`config.mk`:
```
export PLATFORM = sky130hd
export DESIGN_NAME = hms_timekeeper_ctrl_flat
export DESIGN_NICKNAME = d
export VERILOG_FILES = /design/src/rtl/hms_timekeeper_ctrl_pkg.sv /design/src/rtl/hms_timekeeper_ctrl_if.sv /design/src/rtl/hms_timekeeper_ctrl_bcd_stage.sv /design/src/rtl/hms_timekeeper_ctrl.sv /design/src/flat_wrapper.sv
export SDC_FILE = /design/constraint.sdc
export NUM_CORES = 1
export LEC_CHECK = 0
export ABC_CLOCK_PERIOD_IN_PS = 2300
export CELL_PAD_IN_SITES_DETAIL_PLACEMENT = 0
export CELL_PAD_IN_SITES_GLOBAL_PLACEMENT = 1
export CORE_UTILIZATION = 38
export CTS_CLUSTER_DIAMETER = 80
export CTS_CLUSTER_SIZE = 14
export DETAILED_ROUTE_END_ITERATION = 8
export PLACE_DENSITY_LB_ADDON = 0.1
export SYNTH_ARGS = -nofsm -noshare
export SYNTH_HDL_FRONTEND = slang
export SYNTH_SLANG_ARGS = --single-unit
```
`constraint.sdc`:
```
create_clock -name CP -period 2.3 [get_ports CP]
set_clock_uncertainty 0.1 [all_clocks]
set_input_delay 0.23 -clock CP [delete_from_list [all_inputs] [get_ports CP]]
set_output_delay 0.23 -clock CP [all_outputs]
set_load 0.005 [all_outputs]
```
`src/rtl/hms_timekeeper_ctrl_pkg.sv`:
```
// Shared types and constants for the time-of-day controller.
package hms_pkg;

  localparam int unsigned DIGIT_W        = 4;
  localparam int unsigned BLINK_W        = 3;
  localparam int unsigned MOD10          = 10;
  localparam int unsigned MOD6           = 6;
  localparam int unsigned HR_MAX_HI      = 2;
  localparam int unsigned HR_MAX_LO_AT_2 = 3;

  typedef enum logic [1:0] {
    RUN     = 2'd0,
    SET_HR  = 2'd1,
    SET_MIN = 2'd2,
    SET_SEC = 2'd3
  } state_e;

  localparam logic [BLINK_W-1:0] BLINK_RUN = 3'b000;
  localparam logic [BLINK_W-1:0] BLINK_HR  = 3'b100;
  localparam logic [BLINK_W-1:0] BLINK_MIN = 3'b010;
  localparam logic [BLINK_W-1:0] BLINK_SEC = 3'b001;

  function automatic logic [BLINK_W-1:0] blink_of(state_e st);
    case (st)
      SET_HR:  return BLINK_HR;
      SET_MIN: return BLINK_MIN;
      SET_SEC: return BLINK_SEC;
      default: return BLINK_RUN;
    endcase
  endfunction

  function automatic state_e next_state(state_e st);
    case (st)
      RUN:     return SET_HR;
      SET_HR:  return SET_MIN;
      SET_MIN: return SET_SEC;
      default: return RUN;
    endcase
  endfunction

endpackage

```
`src/rtl/hms_timekeeper_ctrl_if.sv`:
```
// Button/tick inputs and display-side outputs of the timekeeper.
interface hms_timekeeper_ctrl_if;
  import hms_pkg::*;

  logic                 tick;
  logic                 mode_btn;
  logic                 inc_btn;
  logic [DIGIT_W-1:0]   sec_lo;
  logic [DIGIT_W-1:0]   sec_hi;
  logic [DIGIT_W-1:0]   min_lo;
  logic [DIGIT_W-1:0]   min_hi;
  logic [DIGIT_W-1:0]   hr_lo;
  logic [DIGIT_W-1:0]   hr_hi;
  logic [BLINK_W-1:0]   blink;
  logic                 day_pulse;

  modport master (
    output tick, mode_btn, inc_btn,
    input  sec_lo, sec_hi, min_lo, min_hi, hr_lo, hr_hi, blink, day_pulse
  );

  modport slave (
    input  tick, mode_btn, inc_btn,
    output sec_lo, sec_hi, min_lo, min_hi, hr_lo, hr_hi, blink, day_pulse
  );
endinterface

```
`src/rtl/hms_timekeeper_ctrl_bcd_stage.sv`:
```
// Single BCD digit counter modulo N with terminal-count carry out.
module bcd_stage
  import hms_pkg::*;
#(
  parameter int unsigned N = MOD10
) (
  input  logic               CP,
  input  logic               rst,
  input  logic               en,
  input  logic               clr,
  output logic [DIGIT_W-1:0] Q,
  output logic               TC
);

  localparam logic [DIGIT_W-1:0] TERM = DIGIT_W'(N - 1);

  assign TC = (Q == TERM) && en;

  // Clear wins over enable so a set-mode clear is never lost to a carry.
  always_ff @(posedge CP) begin
    if (rst) begin
      Q <= '0;
    end else if (clr) begin
      Q <= '0;
    end else if (en) begin
      Q <= (Q == TERM) ? '0 : Q + DIGIT_W'(1);
    end
  end

endmodule

```
`src/rtl/hms_timekeeper_ctrl.sv`:
```
// Time-of-day controller: set-mode FSM, carry chain, 00-23 hour block, held tick.
module hms_timekeeper_ctrl
  import hms_pkg::*;
#(
  parameter bit TICK_HOLD = 1'b0
) (
  input logic                 CP,
  input logic                 rst,
  hms_timekeeper_ctrl_if.slave bus
);

  state_e               state_q;
  logic [BLINK_W-1:0]   blink_q;
  logic                 day_q;
  logic                 pend_q;

  logic [DIGIT_W-1:0]   sec_lo_q, sec_hi_q, min_lo_q, min_hi_q;
  logic [DIGIT_W-1:0]   hr_lo_q, hr_hi_q, hr_lo_d, hr_hi_d;
  logic                 sec_lo_tc, sec_hi_tc, min_lo_tc, min_hi_tc;

  logic run_c, adv_c, sec_clr_c, min_en_c, hr_adv_c, hr_wrap_c, rollover_c;

  assign run_c     = (state_q == RUN);
  assign adv_c     = run_c && (bus.tick || pend_q);
  assign sec_clr_c = (state_q == SET_SEC) && bus.inc_btn;
  assign min_en_c  = (run_c && sec_hi_tc) || ((state_q == SET_MIN) && bus.inc_btn);

  // Minute wrap only carries into the hour while running.
  assign hr_adv_c   = (run_c && min_hi_tc) || ((state_q == SET_HR) && bus.inc_btn);
  assign hr_wrap_c  = (hr_hi_q == DIGIT_W'(HR_MAX_HI)) && (hr_lo_q == DIGIT_W'(HR_MAX_LO_AT_2));
  assign rollover_c = run_c && min_hi_tc && hr_wrap_c;

  bcd_stage #(.N(MOD10)) u_sec_lo (
    .CP(CP), .rst(rst), .en(adv_c), .clr(sec_clr_c), .Q(sec_lo_q), .TC(sec_lo_tc)
  );

  bcd_stage #(.N(MOD6)) u_sec_hi (
    .CP(CP), .rst(rst), .en(sec_lo_tc), .clr(sec_clr_c), .Q(sec_hi_q), .TC(sec_hi_tc)
  );

  bcd_stage #(.N(MOD10)) u_min_lo (
    .CP(CP), .rst(rst), .en(min_en_c), .clr(1'b0), .Q(min_lo_q), .TC(min_lo_tc)
  );

  bcd_stage #(.N(MOD6)) u_min_hi (
    .CP(CP), .rst(rst), .en(min_lo_tc), .clr(1'b0), .Q(min_hi_q), .TC(min_hi_tc)
  );

  // Two-digit hour counter with the 23 -> 00 wrap.
  always_comb begin
    hr_lo_d = hr_lo_q;
    hr_hi_d = hr_hi_q;
    if (hr_adv_c) begin
      if (hr_wrap_c) begin
        hr_lo_d = '0;
        hr_hi_d = '0;
      end else if (hr_lo_q == DIGIT_W'(MOD10 - 1)) begin
        hr_lo_d = '0;
        hr_hi_d = hr_hi_q + DIGIT_W'(1);
      end else begin
        hr_lo_d = hr_lo_q + DIGIT_W'(1);
      end
    end
  end

  always_ff @(posedge CP) begin
    if (rst) begin
      hr_lo_q <= '0;
      hr_hi_q <= '0;
    end else begin
      hr_lo_q <= hr_lo_d;
      hr_hi_q <= hr_hi_d;
    end
  end

  // Set-mode FSM with registered blink mask, day pulse and pending tick.
  // A pending tick that coincides with a fresh RUN tick stays pending one more cycle.
  always_ff @(posedge CP) begin
    if (rst) begin
      state_q <= RUN;
      blink_q <= BLINK_RUN;
      day_q   <= 1'b0;
      pend_q  <= 1'b0;
    end else begin
      day_q <= rollover_c;
      if (run_c) begin
        pend_q <= pend_q && bus.tick;
      end else if (TICK_HOLD && bus.tick) begin
        pend_q <= 1'b1;
      end
      if (bus.mode_btn) begin
        state_q <= next_state(state_q);
        blink_q <= blink_of(next_state(state_q));
      end
    end
  end

  assign bus.sec_lo    = sec_lo_q;
  assign bus.sec_hi    = sec_hi_q;
  assign bus.min_lo    = min_lo_q;
  assign bus.min_hi    = min_hi_q;
  assign bus.hr_lo     = hr_lo_q;
  assign bus.hr_hi     = hr_hi_q;
  assign bus.blink     = blink_q;
  assign bus.day_pulse = day_q;

endmodule

```
`src/flat_wrapper.sv`:
```
// flat-port wrapper written by rule: the top's interface ports become plain ports
module hms_timekeeper_ctrl_flat import hms_pkg::*;
#(
  parameter bit TICK_HOLD = 1'b0
)
  (CP, rst, bus_tick, bus_mode_btn, bus_inc_btn, bus_sec_lo, bus_sec_hi, bus_min_lo, bus_min_hi, bus_hr_lo, bus_hr_hi, bus_blink, bus_day_pulse);
  hms_timekeeper_ctrl_if bus_i ();
  input logic CP;
  input logic rst;
  input wire logic [$bits(bus_i.tick)-1:0] bus_tick;
  input wire logic [$bits(bus_i.mode_btn)-1:0] bus_mode_btn;
  input wire logic [$bits(bus_i.inc_btn)-1:0] bus_inc_btn;
  output wire logic [$bits(bus_i.sec_lo)-1:0] bus_sec_lo;
  output wire logic [$bits(bus_i.sec_hi)-1:0] bus_sec_hi;
  output wire logic [$bits(bus_i.min_lo)-1:0] bus_min_lo;
  output wire logic [$bits(bus_i.min_hi)-1:0] bus_min_hi;
  output wire logic [$bits(bus_i.hr_lo)-1:0] bus_hr_lo;
  output wire logic [$bits(bus_i.hr_hi)-1:0] bus_hr_hi;
  output wire logic [$bits(bus_i.blink)-1:0] bus_blink;
  output wire logic [$bits(bus_i.day_pulse)-1:0] bus_day_pulse;
  assign bus_i.tick = bus_tick;
  assign bus_i.mode_btn = bus_mode_btn;
  assign bus_i.inc_btn = bus_inc_btn;
  assign bus_sec_lo = bus_i.sec_lo;
  assign bus_sec_hi = bus_i.sec_hi;
  assign bus_min_lo = bus_i.min_lo;
  assign bus_min_hi = bus_i.min_hi;
  assign bus_hr_lo = bus_i.hr_lo;
  assign bus_hr_hi = bus_i.hr_hi;
  assign bus_blink = bus_i.blink;
  assign bus_day_pulse = bus_i.day_pulse;
  hms_timekeeper_ctrl #(.TICK_HOLD(TICK_HOLD)) u_core (.CP(CP), .rst(rst), .bus(bus_i));
endmodule
```
==> reports/metrics.cfg, run 1 <==
[detailed_routing]
finalWirelength_um=3580
via_per_inst=5.28
drt_iter0_drc=79
drtPass1Iterations=4
drt.antenna.violating_nets=0
drc_errors=0
wl_per_cell_um=13.3
vias=1426

[run_status]
status=completed

[floorplan]
die_w_um=68.1
initial_utilization_pct=40.6
die_h_um=68.1
dieArea_sq_um=4630
io_pins=33
num_rows=23
core_area_sq_um=4090

[clock_tree]
hold_buffers=0
cts_setup_buffers=0
htree_levels=2
tritoncts=yes
clk-insertion-delay-late_ps=280
cts_root_buf=clkbuf_8
cts_num_sinks=31
clockBufferDepth=2
path_clk_slew_ps=60
cts_resized=0
numCtsBuffers=5

[grt]
grt.total_usage_pct=17.8
grt_pass1_wl_um=6170
grt_pass1_vias=1369
grt_max_degree=15
antenna_found_initial=0
grt_overflow=0

[sta]
finalCriticalPeriod_ps=2150
hold_violations=0
drv_slew=0
tightest_slew_ps=567
max_freq_mhz=466
grt_setup_unrepaired=false
tns_ps=0
period_share_pct=93.4
slew_headroom_pct=61.7
finalSetupViolCount=0

[synth]
synth_cell_types=48
ys.flop_type=dfxtp_1
syn_area_per_cell_sq_um=9.07
synthCells=183
synth_nets=196
ys_ff_latch=31
synth-edff-count=0
netlist_area_sq_um=1660
seq_area_frac_synth_pct=37.4
yosysWarnings=0
async_flop_share_pct=0

[layout]
post_route_cells_drive_above_1_share_pct=10.9
area_growth_syn_to_layout_pct=27.8
layout.nets=232
n_antenna_cell=0
fin_cells=270

[placed_design]
dp_hpwl_um=2590
portBuffers=32
place_inst=262
gp_congestion=0.746

[setup_path]
path_class=reg -> reg
cp.arrival_ps=2220
startpoint=u_core.state_q[1]
end_kind=register
path_max_fanout=8
r2r_start=u_core.state_q[1]
crit_required_ps=2370
critPathLaunchType=register

[power]
leakage_nw=0.787
peakVddDrop_mv=0.483
power_density_nw_per_um2=537
p_total_mw=1.14

[hold_path]
hold_path.class=reg -> reg
hold_start=u_core.bus.blink[1]

[flow_run]
cap_viol_max_count=0

-- path summary, 6_finish.rpt --
path / end / slack [ps] / cells past startpoint
min: u_core.bus.blink[1] / 400 / 2
max reg2reg: u_core.bus.hr_hi[3] / 150 / 7
max: u_core.bus.hr_hi[3] / 150 / 7
min reg2reg: u_core.bus.blink[1] / 400 / 2
-- Yosys cell counts (3+ instances only) --
cell type  number  area share, %
ha_1            8            6.0
clkbuf_1        4           0.90
xor2_1          3            1.6
and2_2          3            1.4
dfxtp_1        31             37
a311oi_1        3            1.6
and3_1          3            1.1
nor3_1          5            1.5
a21oi_1        10            3.0
mux2i_1         8            4.8
nand2b_1        7            2.6
nand3_1         4            1.2
nor2_1         22            5.0
nor3b_1         6            2.7
nand2_1         9            2.0
xnor2_1         5            2.6
inv_1           9            2.0
o21ai_0         7            2.1
-- report_power, final --
| part | total (mW) | leakage (nW) | switching, mW | internal [mW] |
|---|---|---|---|---|
| clock | 0.466 | 0.0515 | 0.193 | 0.273 |
| sequential | 0.569 | 0.251 | 0.0184 | 0.550 |
| combinational | 0.105 | 0.484 | 0.0519 | 0.0531 |
| total | 1.14 | 0.787 | 0.264 | 0.876 |
-- flip-flops by register name (all words and copies together), names as in the netlist --
| signal | flops |
|---|---|
| u_core.bus.blink | 3 |
| u_core.bus.day_pulse | 1 |
| u_core.bus.hr_hi | 4 |
| u_core.bus.hr_lo | 4 |
| u_core.pend_q | 1 |
| u_core.state_q | 2 |
| u_core.u_min_hi.Q | 4 |
| u_core.u_min_lo.Q | 4 |
| u_core.u_sec_hi.Q | 4 |
| u_core.u_sec_lo.Q | 4 |
-- layout make-up --
class | instances | area [sq um]
Inverter | 9 | 33.8
Multi-Input combinational cell | 136 | 953
Sequential cell | 31 | 621
Clock buffer | 8 | 100
Timing Repair Buffer | 36 | 350
Tap cell | 50 | 62.6
Fill cell | 389 | 1970
-- cells in the final DEF (no fill, tap or decap), drive strengths merged, types with 2 or more instances in the layout --
cell type / synthesis / final
clkdlybuf4s50: 0 / 32
a41o: 2 / 2
o21ba: 2 / 2
and4bb: 3 / 3
nor3: 5 / 5
mux2i: 8 / 8
clkbuf: 5 / 8
o41ai: 2 / 2
nand2b: 7 / 7
nand3: 4 / 4
o21ai: 8 / 8
a31oi: 2 / 2
and3: 3 / 3
and2: 4 / 4
a32o: 2 / 2
ha: 8 / 8
nor3b: 6 / 6
xor2: 3 / 3
nand4: 2 / 2
nor2b: 2 / 2
a311oi: 3 / 3
nor2: 22 / 22
buf: 2 / 4
nand2: 9 / 9
xnor2: 5 / 5
dfxtp: 31 / 31
a21oi: 10 / 10
inv: 9 / 9
and2b: 2 / 2
-- through the flow --
step | hold WS (ps) | utilization [%] | worst slack [ps] | cell area [sq um]
after floorplan | 317 | - | 281 | 1660
after global placement | 377 | 49.4 | 159 | 2020
after detailed placement | 385 | 49.4 | 126 | 2020
after CTS | 407 | 51.9 | 159 | 2120
after global routing | 429 | 51.9 | 13.3 | 2120
final | 399 | 51.9 | 152 | 2120
-- worst max-delay path: stages (launching register included) --
cell and delay [ps]:
dfxtp_1 410, inv_1 110, ha_1 250, and4bb_2 260
and2_2 180, a41o_1 350, and4_1 230, o21ba_1 150
-- cell families after synthesis --
logic type,after synthesis,synth area share [%]
and+or+nand+nor,73,25.5
AOI/OAI and AO/OA,39,16.9
DFF,31,37.4
buffers and inverters,16,5.13
xor gates and xnor gates,8,4.22
muxes,8,4.83
adders and majority gates,8,6.03
-- routing by layer --
metal	global-route usage (%)	wire (um)
met2	28.3	1600
met1	22.6	1780
met3	6.00	144
met5	0	0
met4	5.47	49
No activity file was read; power rests on OpenSTA's default activity.
==> run 2: changes to the inputs <==
--- a/config.mk
+++ b/config.mk
@@ -8,11 +8,13 @@
 export ABC_CLOCK_PERIOD_IN_PS = 2300
 export CELL_PAD_IN_SITES_DETAIL_PLACEMENT = 0
 export CELL_PAD_IN_SITES_GLOBAL_PLACEMENT = 1
-export CORE_UTILIZATION = 38
+export CORE_UTILIZATION = 46
 export CTS_CLUSTER_DIAMETER = 80
 export CTS_CLUSTER_SIZE = 14
 export DETAILED_ROUTE_END_ITERATION = 8
+export DONT_BUFFER_PORTS = 1
 export PLACE_DENSITY_LB_ADDON = 0.1
+export SLEW_MARGIN = 20
 export SYNTH_ARGS = -nofsm -noshare
 export SYNTH_HDL_FRONTEND = slang
 export SYNTH_SLANG_ARGS = --single-unit
==> run 2 against run 1 <==
Compared with the run above: first-iteration DRC count fell by 51%; sequential share of layout area is 5.4 points higher; via count decreased by 8.1%; critical path type unchanged; critical endpoint unchanged.
==> reports/metrics.cfg, run 2 (same netlist as run 1, synthesis figures left out) <==
[power]
power_density_nw_per_um2=563  ; +4.8%
leakage_nw=0.668  ; -15%
peakVddDrop_mv=0.304  ; -37%

[sta]
tightest_slew_ps=837  ; +270 ps
max_freq_mhz=470  ; +1.0%
finalSetupViolCount=0  ; unchanged
grt_setup_unrepaired=false
hold_ws_ps=22.9  ; -376 ps
finalCriticalPeriod_ps=2130  ; -21.5 ps
tns_ps=0  ; unchanged
drv_slew=0  ; unchanged
slew_headroom_pct=44.0  ; -18 points
period_share_pct=92.4  ; -0.94 points
hold_violations=0  ; unchanged

[run_status]
status=completed

[setup_path]
end_kind=register
crit_required_ps=2430  ; +60 ps
path_max_fanout=8  ; unchanged
cp.arrival_ps=2260  ; +40 ps
worst_path_max_delay_cell=dfxtp_1
cp_top_family=compound AO/OA/AOI/OAI gates
max_stage_delay_ps=400  ; about the same
path_class=reg -> reg
crit_buf_inv=1  ; unchanged
worstPathCellList=inv_1 > ha_2 > o211a_1 > a32o_2 > a41o_2 > and4_1 > o21ba_1
critPathLaunchType=register

[layout]
fin_area_sq_um=1790  ; -16%
n_antenna_cell=0  ; unchanged
post_route_cells_drive_above_1_share_pct=13.7  ; +2.8 points
final_util_pct=52.9  ; +0.96 points
fin_cells=236  ; -13%
final_cell_mix=dfxtp_1 (30), nor2_1 (22), a21oi_1 (10)
layout.nets=202  ; -13%
area_growth_syn_to_layout_pct=7.99
fill_cells=321  ; -17%
final_common_cell=dfxtp_1

[clock_tree]
numCtsBuffers=5  ; unchanged
tritoncts=yes
clk-insertion-delay-late_ps=330  ; +50 ps
htree_levels=2  ; unchanged
clockBufferDepth=2  ; unchanged
cts_root_buf=clkbuf_4
path_clk_slew_ps=90  ; +30 ps
cts_num_sinks=31  ; unchanged

[floorplan]
die_h_um=62.1  ; -8.8%
num_rows=21  ; -8.7%
die_w_um=62.1  ; -8.8%
io_pins=33  ; unchanged
core_area_sq_um=3390  ; -17%
initial_utilization_pct=48.9  ; +8.3 points
dieArea_sq_um=3850  ; -17%

[detailed_routing]
drt.antenna.violating_nets=0  ; unchanged
drc_errors=0  ; unchanged
vias=1311  ; -8.1%
finalWirelength_um=3510  ; -1.8%
wl_per_cell_um=14.9  ; +12%
via_per_inst=5.56  ; +5.2%
drt_iter0_drc=39  ; -51%
drtPass1Iterations=4  ; unchanged

[grt]
grt_pass1_vias=1236  ; -9.7%
grt.total_usage_pct=20.4  ; +2.6 points
antenna_found_initial=0  ; unchanged
grt_max_degree=23  ; +8
grt_overflow=0  ; unchanged
grt_pass1_wl_um=5660  ; -8.3%

[placed_design]
gp_congestion=0.761  ; +2.0%
place_inst=225  ; -14%
dp_hpwl_um=2430  ; -6.1%
portBuffers=0  ; -100%
placed_cell_area_sq_um=1690  ; -16%

[flow_run]
cap_viol_max_count=0  ; unchanged

[hold_path]
hold_path.class=in -> reg

-- run 2: cell count changes in the layout (fill, tap and decap cells not counted), moves of 3 or more --
cell             before  now
clkdlybuf4s50_1      32    0
clkbuf_4              0    5
dlygate4sd3_1         0    3
clkbuf_8              7    2
-- run 2: cell type report --
cell class	instances	area [sq um]	share of cell area (%)
clock buffer	8	68.8	3.84
timing repair buffer	6	52.6	2.93
sequential	31	622	34.7
multi-input combinational	136	957	53.4
tap	46	57.6	3.21
inverter	9	33.8	1.89
-- run 2: worst register-to-register path, stage by stage (launching register included) --
cell     delay [ps]
dfxtp_1         400
inv_1           120
ha_2            240
o211a_1         160
a32o_2          300
a41o_2          350
and4_1          210
o21ba_1         160
-- run 2: routing by layer --
metal	up-vias	global-route usage [%]	routed length (um)
met5	-	0	0
met3	6	7.87	230
met2	22	32.2	1600
li1	665	-	-
met4	0	7.62	52
met1	618	25.2	1620
-- run 2: repair_timing --
item	in CTS	in global routing
hold endpoints to repair	21	0
endpoints found under the setup margin	0	4
setup buffers	0	0
resized for setup	0	3
hold buffers	3	0
-- run 2: worst paths after layout --
kind | depth (start not counted) | to | from | slack [ps]
worst max-delay path | 7 | u_core.bus.hr_hi[3] | u_core.state_q[0] | 170
worst min-delay path | 2 | u_core.bus.hr_hi[0] | rst | 20
worst max register to register | 7 | u_core.bus.hr_hi[3] | u_core.state_q[0] | 170
worst min register to register | 1 | u_core.pend_q | u_core.pend_q | 410
-- run 2: through the flow --
stage / worst slack, ps / power, mW
2_1_floorplan: 281 / 0.638
3_3_place_gp: 188 / 0.643
3_5_place_dp: 94.6 / 0.646
4_1_cts: 72.0 / 1.02
5_1_grt: 47.3 / 1.06
6_report: 174 / 1.01
-- run 2: power breakdown --
part / leakage [nW] / internal [mW] / switching, mW
combinational: 0.378 / 0.0340 / 0.0472
sequential: 0.251 / 0.550 / 0.0152
clock: 0.0386 / 0.180 / 0.183
